`src/rtl/usb_rx_ctrl_pkg.sv`:
```
// usb_rx_pkg: shared types and constants for the USB receive controller
package usb_rx_pkg;
    localparam int         BYTE_CNT_W    = 7;
    localparam logic [7:0] SYNC_BYTE_DEF = 8'h80;

    typedef enum logic [3:0] {
        IDLE,
        SYNC_RCV,
        CHK_SYNC,
        DATA_RCV,
        STORE,
        EOP_WAIT,
        ERR_DRAIN,
        ERR_EOP_WAIT,
        ERR_IDLE
    } rx_state_t;
endpackage

```
`src/rtl/usb_rx_ctrl_if.sv`:
```
// usb_rx_ctrl_if: detector/shift-register/FIFO signals around the receive controller
interface usb_rx_ctrl_if import usb_rx_pkg::*; ();
    logic                  d_edge;
    logic                  eop;
    logic                  shift_en;
    logic                  byte_received;
    logic [7:0]            rcv_data;
    logic                  fifo_full;
    logic                  rcving;
    logic                  w_enable;
    logic                  r_error;
    logic                  pkt_done;
    logic [BYTE_CNT_W-1:0] byte_cnt;

    modport master (
        output d_edge, eop, shift_en, byte_received, rcv_data, fifo_full,
        input  rcving, w_enable, r_error, pkt_done, byte_cnt
    );

    modport slave (
        input  d_edge, eop, shift_en, byte_received, rcv_data, fifo_full,
        output rcving, w_enable, r_error, pkt_done, byte_cnt
    );
endinterface

```
`src/rtl/usb_rx_ctrl.sv`:
```
// usb_rx_ctrl: packet sequencer for the USB 1.1 receiver (SYNC check, byte stores, EOP alignment, sticky errors)
module usb_rx_ctrl import usb_rx_pkg::*; #(
    parameter logic [7:0] SYNC_BYTE = SYNC_BYTE_DEF,
    parameter int         MAX_BYTES = 64
) (
    input logic          clk,
    input logic          n_rst,
    usb_rx_ctrl_if.slave bus
);
    localparam logic [BYTE_CNT_W-1:0] MAX_CNT = BYTE_CNT_W'(MAX_BYTES);

    rx_state_t             state_q, state_d;
    logic [2:0]            bit_cnt_q, bit_cnt_d;
    logic [BYTE_CNT_W-1:0] byte_cnt_q, byte_cnt_d;
    logic                  w_enable_q, w_enable_d;
    logic                  pkt_done_q, pkt_done_d;
    logic                  eop_samp;

    assign eop_samp = bus.eop && bus.shift_en;

    // State, counters and registered strobes; reset drops straight back to IDLE
    always_ff @(posedge clk or negedge n_rst) begin
        if (!n_rst) begin
            state_q    <= IDLE;
            bit_cnt_q  <= '0;
            byte_cnt_q <= '0;
            w_enable_q <= 1'b0;
            pkt_done_q <= 1'b0;
        end else begin
            state_q    <= state_d;
            bit_cnt_q  <= bit_cnt_d;
            byte_cnt_q <= byte_cnt_d;
            w_enable_q <= w_enable_d;
            pkt_done_q <= pkt_done_d;
        end
    end

    // Next-state and counter updates; write and done strobes are registered so they land one cycle after the deciding state
    always_comb begin
        state_d    = state_q;
        bit_cnt_d  = bit_cnt_q;
        byte_cnt_d = byte_cnt_q;
        w_enable_d = 1'b0;
        pkt_done_d = 1'b0;
        case (state_q)
            IDLE: if (bus.d_edge) begin
                state_d    = SYNC_RCV;
                bit_cnt_d  = '0;
                byte_cnt_d = '0;
            end
            SYNC_RCV: begin
                if (eop_samp) state_d = ERR_EOP_WAIT;
                else if (bus.byte_received) begin
                    state_d   = CHK_SYNC;
                    bit_cnt_d = '0;
                end
            end
            CHK_SYNC: state_d = (bus.rcv_data == SYNC_BYTE) ? DATA_RCV : ERR_DRAIN;
            DATA_RCV: begin
                if (eop_samp) begin
                    state_d    = (bit_cnt_q == 3'd0) ? EOP_WAIT : ERR_EOP_WAIT;
                    pkt_done_d = (bit_cnt_q == 3'd0);
                end else if (bus.byte_received) begin
                    state_d   = STORE;
                    bit_cnt_d = '0;
                end else if (bus.shift_en) bit_cnt_d = bit_cnt_q + 3'd1;
            end
            STORE: begin
                if (!bus.fifo_full && byte_cnt_q < MAX_CNT) begin
                    state_d    = DATA_RCV;
                    w_enable_d = 1'b1;
                    byte_cnt_d = byte_cnt_q + 1'b1;
                end else state_d = ERR_DRAIN;
            end
            EOP_WAIT:     if (bus.d_edge) state_d = IDLE;
            ERR_DRAIN:    if (eop_samp) state_d = ERR_EOP_WAIT;
            ERR_EOP_WAIT: if (bus.d_edge) state_d = ERR_IDLE;
            ERR_IDLE: if (bus.d_edge) begin
                state_d    = SYNC_RCV;
                bit_cnt_d  = '0;
                byte_cnt_d = '0;
            end
            default: state_d = IDLE;
        endcase
    end

    assign bus.rcving   = state_q inside {SYNC_RCV, CHK_SYNC, DATA_RCV, STORE, ERR_DRAIN};
    assign bus.r_error  = state_q inside {ERR_DRAIN, ERR_EOP_WAIT, ERR_IDLE};
    assign bus.w_enable = w_enable_q;
    assign bus.pkt_done = pkt_done_q;
    assign bus.byte_cnt = byte_cnt_q;
endmodule

```
`src/flat_wrapper.sv`:
```
// flat-port wrapper written by rule: the top's interface ports become plain ports
module usb_rx_ctrl_flat import usb_rx_pkg::*;
#(
    parameter logic [7:0] SYNC_BYTE = SYNC_BYTE_DEF,
    parameter int         MAX_BYTES = 64
)
  (clk, n_rst, bus_d_edge, bus_eop, bus_shift_en, bus_byte_received, bus_rcv_data, bus_fifo_full, bus_rcving, bus_w_enable, bus_r_error, bus_pkt_done, bus_byte_cnt);
  usb_rx_ctrl_if bus_i ();
  input logic clk;
  input logic n_rst;
  input wire logic [$bits(bus_i.d_edge)-1:0] bus_d_edge;
  input wire logic [$bits(bus_i.eop)-1:0] bus_eop;
  input wire logic [$bits(bus_i.shift_en)-1:0] bus_shift_en;
  input wire logic [$bits(bus_i.byte_received)-1:0] bus_byte_received;
  input wire logic [$bits(bus_i.rcv_data)-1:0] bus_rcv_data;
  input wire logic [$bits(bus_i.fifo_full)-1:0] bus_fifo_full;
  output wire logic [$bits(bus_i.rcving)-1:0] bus_rcving;
  output wire logic [$bits(bus_i.w_enable)-1:0] bus_w_enable;
  output wire logic [$bits(bus_i.r_error)-1:0] bus_r_error;
  output wire logic [$bits(bus_i.pkt_done)-1:0] bus_pkt_done;
  output wire logic [$bits(bus_i.byte_cnt)-1:0] bus_byte_cnt;
  assign bus_i.d_edge = bus_d_edge;
  assign bus_i.eop = bus_eop;
  assign bus_i.shift_en = bus_shift_en;
  assign bus_i.byte_received = bus_byte_received;
  assign bus_i.rcv_data = bus_rcv_data;
  assign bus_i.fifo_full = bus_fifo_full;
  assign bus_rcving = bus_i.rcving;
  assign bus_w_enable = bus_i.w_enable;
  assign bus_r_error = bus_i.r_error;
  assign bus_pkt_done = bus_i.pkt_done;
  assign bus_byte_cnt = bus_i.byte_cnt;
  usb_rx_ctrl #(.SYNC_BYTE(SYNC_BYTE), .MAX_BYTES(MAX_BYTES)) u_core (.clk(clk), .n_rst(n_rst), .bus(bus_i));
endmodule
```
`config.mk`:
```
export PLATFORM = sky130hd
export DESIGN_NAME = usb_rx_ctrl_flat
export DESIGN_NICKNAME = d
export VERILOG_FILES = /design/src/rtl/usb_rx_ctrl_pkg.sv /design/src/rtl/usb_rx_ctrl_if.sv /design/src/rtl/usb_rx_ctrl.sv /design/src/flat_wrapper.sv
export SDC_FILE = /design/constraint.sdc
export NUM_CORES = 1
export LEC_CHECK = 0
export CORE_MARGIN = 2
export CORE_UTILIZATION = 52
export CTS_CLUSTER_SIZE = 40
export DETAILED_ROUTE_END_ITERATION = 10
export PLACE_DENSITY_LB_ADDON = 0.1
export SETUP_SLACK_MARGIN = 0.02
export SLEW_MARGIN = 30
export SYNTH_ARGS = -nofsm -noshare
export SYNTH_HDL_FRONTEND = slang
export SYNTH_SLANG_ARGS = --single-unit
```
`constraint.sdc`:
```
create_clock -name clk -period 3.9 [get_ports clk]
set_input_delay 0.78 -clock clk [delete_from_list [all_inputs] [get_ports clk]]
set_output_delay 0.78 -clock clk [all_outputs]
set_load 0.005 [all_outputs]
```
==> key figures, run 1 <==
Clock network
  – Hold_buf cts: 0
  – Max Root-Sink Buffers: 2
  – Worst-Skew Late Latency: 290 ps
  – CTS tree: built
  – CTS resizes: 0
  – Root buffer selected by CTS: clkbuf_4
  – Clk sinks: 16
  – Num CTS Buffers: 3
  – H-tree levels: 1
  – Post-CTS Repair Setup Buffers: 0
  – Reg clk slew, reported paths: 100 ps

Pwr
  – Leak: ~0.55 nW
  – Clock share of power: 0.132
  – P_int: 0.0004862 W
  – Net Sw Frac: 0.4292
  – Switching pwr: roughly 0.00037 W
  – Combinational share of power: 0.475
  – Seq pwr share: 0.394
  – PwrDens: around 620 nW/um^2
  – Peak VDD IR: approximately 530 uV

Critical path
  – Max stage delay on crit path: slightly below 900 ps
  – Req. time, crit path: 3120 ps
  – Critical path peak fanout: 22
  – Slowest cell on crit path: dfrtp_1
  – RR Startpoint: u_core.state_q[0]$_DFFE_PN0P_
  – Critical path capture point type: primary output
  – RR Endpoint: u_core.state_q[0]$_DFFE_PN0P_
  – Startpoint types: flip-flop
  – R2r worst-path depth: 4
  – R2R setup slack: approximately 2000 ps
  – WP data arrival: approximately 2200 ps
  – WS Path Type: reg2out
  – Cells along the critical path: nor3_1 > nor3b_1 > clkdlybuf4s50_1

STA
  – Max-slew headroom: 0.4675
  – Worst Skew: 0.5536 ps
  – Setup ws final: just under 1000 ps
  – # setup viols final: 0
  – Worst-margin pin slew: approximately 800 ps
  – Worst hold slack: between 400 and 500 ps
  – TNS Setup: 0 ps
  – Fin crit period: between 2000 and 3000 ps
  – RSZ-0062 raised after global routing: false
  – Pins Over Slew Limit: 0
  – Period utilization: 0.7505
  – FMAX: ~340 MHz
  – Hold Vio Cnt, Final: 0

Place
  – RD Place Congestion: just over 0.8
  – Port Buf Inserts: 25
  – Dpl hpwl: 1784 microns
  – Pre-CTS setup slack: 1304 ps
  – Placed Cells: 162

Synthesis
  – Async SR Flop Fraction: 1.000
  – Adder-Cell Fraction of Synth Area: 0.03436
  – Most instantiated cells after synthesis: 16 x dfrtp_1, 9 x nand2_1, 7 x nor3_1, 6 x a21oi_1, 6 x nand2b_1
  – Yosys warning total: 0
  – Multiplexer area fraction after synthesis: 0.01031
  – Syn Inst Count: about 120
  – Sequential element share of the synthesized area: 0.3666
  – Cell accounting for the most synthesized area: dfrtp_1
  – Yosys reg bits: 16
  – Number of synthesized flops with an enable pin: 0
  – Mapped Nets: between 100 and 150
  – Most frequent cell after synthesis: dfrtp_1
  – Synth Area per Inst: approximately 9.4 sq um
  – Post-Synth XOR/XNOR Area: 0.02405
  – Most common flop cell mapped by yosys: dfrtp_1
  – Combinational family with the most area after synthesis: simple AND/OR/NAND/NOR gates
  – Compound-Gate Fraction of Synth Area: 0.2577
  – Count of unique library cells instantiated by Yosys: 48
  – Post-Syn Area: 1092 sq um
  – Simple-gate area share of the yosys netlist: 0.2612
  – Area contributors post-synth: dfrtp_1 37%, ha_1 3.4%, nand2b_1 3.4%, nor3_1 3.2%, nand2_1 3.1%
  – Post-synth top area share: 0.3666

Route
  – Routed Antenna Nets: 0
  – Routed len/inst: ~15 microns
  – Drt initial violations: 19
  – DR DRC count: 0
  – 1st-pass router iterations: 4
  – Routed WL: approximately 2400 microns
  – Number of vias per cell: approximately 5.9
  – Vias: around 980

Layout
  – Layout cells sized above 1: 0.09353
  – Fin nets: ~160
  – Area delta synth->final: 26.12%
  – Antenna diode instance count: 0
  – Non-Filler Instances: 166

Floorplan
  – Die Area: 2483 sq um
  – I/O Pins: 26
  – Die span in y: ~50 microns
  – Row cnt: 16
  – Core area: slightly below 2000 sq um
  – Initial Util: 0.5568
  – Die Span X: around 50 microns

Worst hold path
  – Hold endpoint: u_core.bus.pkt_done$_DFF_PN0_
  – Hold depth: 1
  – Worst Hold Class: reg2reg
  – Hold path startpoint: u_core.bit_cnt_q[2]$_DFFE_PN0P_

Global routing
  – Global-route wire length before repair: 4291 microns
  – GRT overflow: 0
  – Largest net degree at the start of global routing: 23
  – Initial antenna violation count: 0
  – Number of global-route vias before repair: between 800 and 900
  – Tot GR Track Use: 0.2245

Outcome
  – Status: finished clean

Run
  – Max_cap viols: 0
[layer usage]
metal / share of wire / vias up / global-route usage
li1: - / 487 / -
met1: 0.45 / 463 / 0.3203
met2: 0.48 / 29 / 0.3489
met3: 0.055 / 2 / 0.03636
met4: 0.0058 / 0 / 0.06944
met5: 0 / - / 0
[cells by family (layout without fill, tap and decap cells)]
kind of cell | count (synthesis) | after routing
buffers and inverters | 10 | 33
AND/OR/NAND/NOR | 46 | 46
XOR/XNOR | 3 | 3
multiplexers | 1 | 1
adder cells (fa/ha/maj) | 3 | 3
flip-flops | 16 | 16
AO/OA/AOI/OAI | 37 | 37
[per-stage QoR]
step | utilization | instance area (sq um) | power, W
after floorplan | - | 1092 | 0.0006118
after global placement | 0.6837 | 1341 | 0.0007255
after detailed placement | 0.6837 | 1341 | 0.0007413
after CTS | 0.7022 | 1378 | 0.0008551
after global routing | 0.7022 | 1378 | 0.0009238
final | 0.7022 | 1378 | 0.0008518
[registers in the layout, indices dropped and copies added (netlist names)]
name                 cells
u_core.bit_cnt_q         3
u_core.bus.byte_cnt      7
u_core.bus.pkt_done      1
u_core.bus.w_enable      1
u_core.state_q           4
[critical path: cells and delay by family (launching register included)]
family | cells | cell delay, ps
flip-flops | 1 | 880
buffers and inverters | 1 | 540
AND/OR/NAND/NOR | 2 | 440
[power groups by stage]
stage	registers, W	clock network, W	logic, W
after floorplan	0.000255	0	0.000357
after global placement	0.000330	0	0.000395
after detailed placement	0.000337	0	0.000404
after CTS	0.000334	0.000114	0.000407
after global routing	0.000357	0.000119	0.000448
final	0.000335	0.000112	0.000404
[cell type report]
class / count / area (sq um)
inverters: 4 / 15.01
repair buffers: 25 / 250.2
flip-flops and latches: 16 / 400.4
clock buffers: 4 / 36.28
fillers: 181 / 584.3
well taps: 27 / 33.78
multi-input cells: 90 / 641.9
[cell usage in the layout (no fill, tap or decap), drive strengths merged, types with 3 or more instances in the layout]
master / count
dfrtp: 16
a21oi: 6
clkdlybuf4s50: 25
nor3: 7
ha: 3
inv: 4
nor2: 4
o31ai: 3
o21ai: 10
nand2b: 6
clkbuf: 4
nor4b: 3
nand2: 9
nor4: 3
[how the worst max path moves through the flow]
stage,start,endpoint,slack [ps],cells after the start
final,u_core.state_q[2]$_DFFE_PN0P_,bus_rcving,970,3
after global routing,u_core.state_q[2]$_DFFE_PN0P_,bus_rcving,850,3
after CTS,u_core.state_q[2]$_DFFE_PN0P_,bus_rcving,970,3
after detailed placement,u_core.state_q[2]$_DFFE_PN0P_,bus_rcving,1300,3
after global placement,u_core.state_q[2]$_DFFE_PN0P_,bus_r_error,1340,4
after floorplan,u_core.state_q[2]$_DFFE_PN0P_,bus_r_error,1900,5
Note: power is estimated with default switching activity, not from simulation.
==> run 2, diff against run 1 <==
Settings changed: CORE_UTILIZATION 52 to 49.
Clock period 3.9 ns to 3.05 ns, I/O delays scaled along.
==> run 2 against run 1 <==
Compared with the run above:
- wire length is 1.9% higher
- sequential cell count unchanged
- core utilization decreased by 5.3 points
- global-route usage shrank 1.5 points
- total power grew 30%
- via count is 0.20% lower
- clock-buffer cell count stayed put
==> key figures, run 2 (synthesis gave the netlist of run 1 again) <==
Global routing
  – Number of global-route vias before repair: 849 (-3.3%)
  – GRT overflow: 0 (unchanged)
  – Initial antenna violation count: 0 (unchanged)
  – Global-route wire length before repair: 4105 microns (-4.3%)
  – Largest net degree at the start of global routing: 22 (-4.3%)
  – Tot GR Track Use: 0.2096 (-0.01494)

Run
  – Max_cap viols: 0 (unchanged)

Worst hold path
  – Hold depth: 1 (unchanged)
  – Hold endpoint: u_core.bus.pkt_done$_DFF_PN0_
  – Worst Hold Class: reg2reg
  – Hold path startpoint: u_core.bit_cnt_q[2]$_DFFE_PN0P_

Layout
  – Layout cells sized above 1: 0.1064 (+0.01286)
  – Most common cell after layout, fill and taps aside: clkdlybuf4s50_1
  – Max reg flops: 7 (unchanged)
  – Commonest non-fill, non-tap cells in the layout: 25 x clkdlybuf4s50_1, 16 x dfrtp_1, 9 x nand2_1
  – Antenna diode instance count: 0 (unchanged)
  – Fin nets: 160 (+1.3%)
  – Final non-filler cell area: 1394 sq um (+1.2%)
  – Area delta synth->final: 27.61%

Critical path
  – Startpoint types: flip-flop
  – R2R setup slack: 1300 ps (-690 ps)
  – Critical path peak fanout: 17 (-23%)
  – Critical path capture point type: primary output
  – WP data arrival: 2110 ps (-40 ps)
  – RR Endpoint: u_core.bus.byte_cnt[5]$_DFFE_PN0P_
  – WS Path Type: reg2out
  – CP Launch Point: u_core.state_q[1]$_DFFE_PN0P_
  – R2r worst-path depth: 4 (unchanged)
  – Req. time, crit path: 2440 ps (-680 ps)
  – RR Startpoint: u_core.state_q[3]$_DFFE_PN0P_

STA
  – Period utilization: 0.8919
  – Worst Skew: 7.822 ps (+7.268 ps)
  – Max-slew headroom: 0.5166 (+0.04913)
  – RSZ-0062 raised after global routing: false
  – Fin crit period: around 2700 ps
  – Hold Vio Cnt, Final: 0 (unchanged)
  – Pins Over Slew Limit: 0 (unchanged)
  – FMAX: 367.6 MHz
  – Worst-margin pin slew: 722.8 ps (-75.97 ps)
  – # setup viols final: 0 (unchanged)
  – TNS Setup: 0 ps (unchanged)

Pwr
  – PwrDens: 793.7 nW/um^2 (+28%)
  – Clock share of power: 0.133 (about the same)
  – Power consumption: 0.001106 W (+30%)
  – Leak: 0.5646 nW (+1.8%)
  – P_int: 0.0006377 W (+31%)
  – Combinational share of power: 0.548 (+0.073)
  – Seq pwr share: 0.319 (-0.075)
  – Switching pwr: 0.0004686 W (+28%)
  – Peak VDD IR: 617.6 uV (+17%)
  – Net Sw Frac: 0.4236 (-0.005588)

Clock network
  – CTS resizes: 0 (unchanged)
  – Post-CTS Repair Setup Buffers: 0 (unchanged)
  – CTS tree: built
  – Clk sinks: 16 (unchanged)
  – Reg clk slew, reported paths: 100 ps (about the same)
  – H-tree levels: 1 (unchanged)
  – Worst-Skew Late Latency: 300 ps (about the same)
  – Root buffer selected by CTS: clkbuf_4
  – Hold_buf cts: 0 (unchanged)
  – Max Root-Sink Buffers: 2 (unchanged)
  – Num CTS Buffers: 3 (unchanged)

Place
  – Post-DP Area: 1358 sq um (+1.2%)
  – Dpl hpwl: 1811 microns (+1.5%)
  – Port Buf Inserts: 25 (unchanged)
  – RD Place Congestion: 0.8893 (+7.6%)

Floorplan
  – Die span in y: 51.22 microns (+2.8%)
  – Die Area: 2623 sq um (+5.6%)
  – Core area: 2148 sq um (+9.5%)
  – Die Span X: 51.22 microns (+2.8%)
  – Initial Util: 0.5084 (-0.04832)
  – Row cnt: 17 (+1)
  – I/O Pins: 26 (unchanged)

Route
  – 1st-pass router iterations: 4 (unchanged)
  – Number of vias per cell: 5.793 (-2.0%)
  – DR DRC count: 0 (unchanged)
  – Vias: 979 (-0.20%)
  – Routed Antenna Nets: 0 (unchanged)
  – Routed len/inst: 14.60 microns (+0.13%)
  – Drt initial violations: 18 (-1)
  – Routed WL: 2468 microns (+1.9%)

Outcome
  – Status: finished clean
==> run 2: cell count changes in the layout (fill, tap and decap cells not counted) <==
cell / previous run / this run
buf_4: 0 / 2
==> run 2: through the flow <==
stage                 util  std cells  hold WS, ps  worst slack [ps]
global placement    0.6319        165        489.3             780.5
finish              0.6488        169        500.9             329.6
detailed placement  0.6319        165        483.5             701.4
global route        0.6488        169        538.6             125.8
CTS                 0.6488        169        502.1             342.8
floorplan                -        116        314.4              1218
==> run 2: critical path, cell delays in order, from the launching register on <==
cell	delay, ps
dfrtp_1	590
nor3_1	480
nand2_1	100
o21ai_0	110
clkdlybuf4s50_1	530
==> run 2: area by class of cell <==
cell class	instances	area (sq um)
well taps	28	35.03
fillers	177	754.5
clock buffers	4	36.28
flip-flops and latches	16	400.4
inverters	4	15.01
repair buffers	27	265.3
multi-input cells	90	641.9
==> run 2: power groups by stage <==
stage | Clock, W | Sequential, W | Combinational (W)
after floorplan | 0 | 0.000326 | 0.000456
after global placement | 0 | 0.000354 | 0.000605
after detailed placement | 0 | 0.000356 | 0.000606
after CTS | 0.000151 | 0.000352 | 0.000611
after global routing | 0.000163 | 0.000366 | 0.000674
final | 0.000147 | 0.000353 | 0.000606
==> run 2: how the worst max path moves through the flow <==
stage | end | slack (ps) | cells after the start
3_3_place_gp | bus_r_error | 780 | 4
4_1_cts | bus_r_error | 340 | 4
6_report | bus_r_error | 330 | 4
2_1_floorplan | bus_r_error | 1220 | 5
3_5_place_dp | bus_r_error | 700 | 4
5_1_grt | bus_r_error | 130 | 4
==> run 2: layer usage <==
layer	track usage	vias to the layer above	wire, microns
li1	-	486	-
met5	0	-	0
met4	0.09211	0	42
met3	0.04386	5	175
met1	0.3052	459	1183
met2	0.2987	29	1067
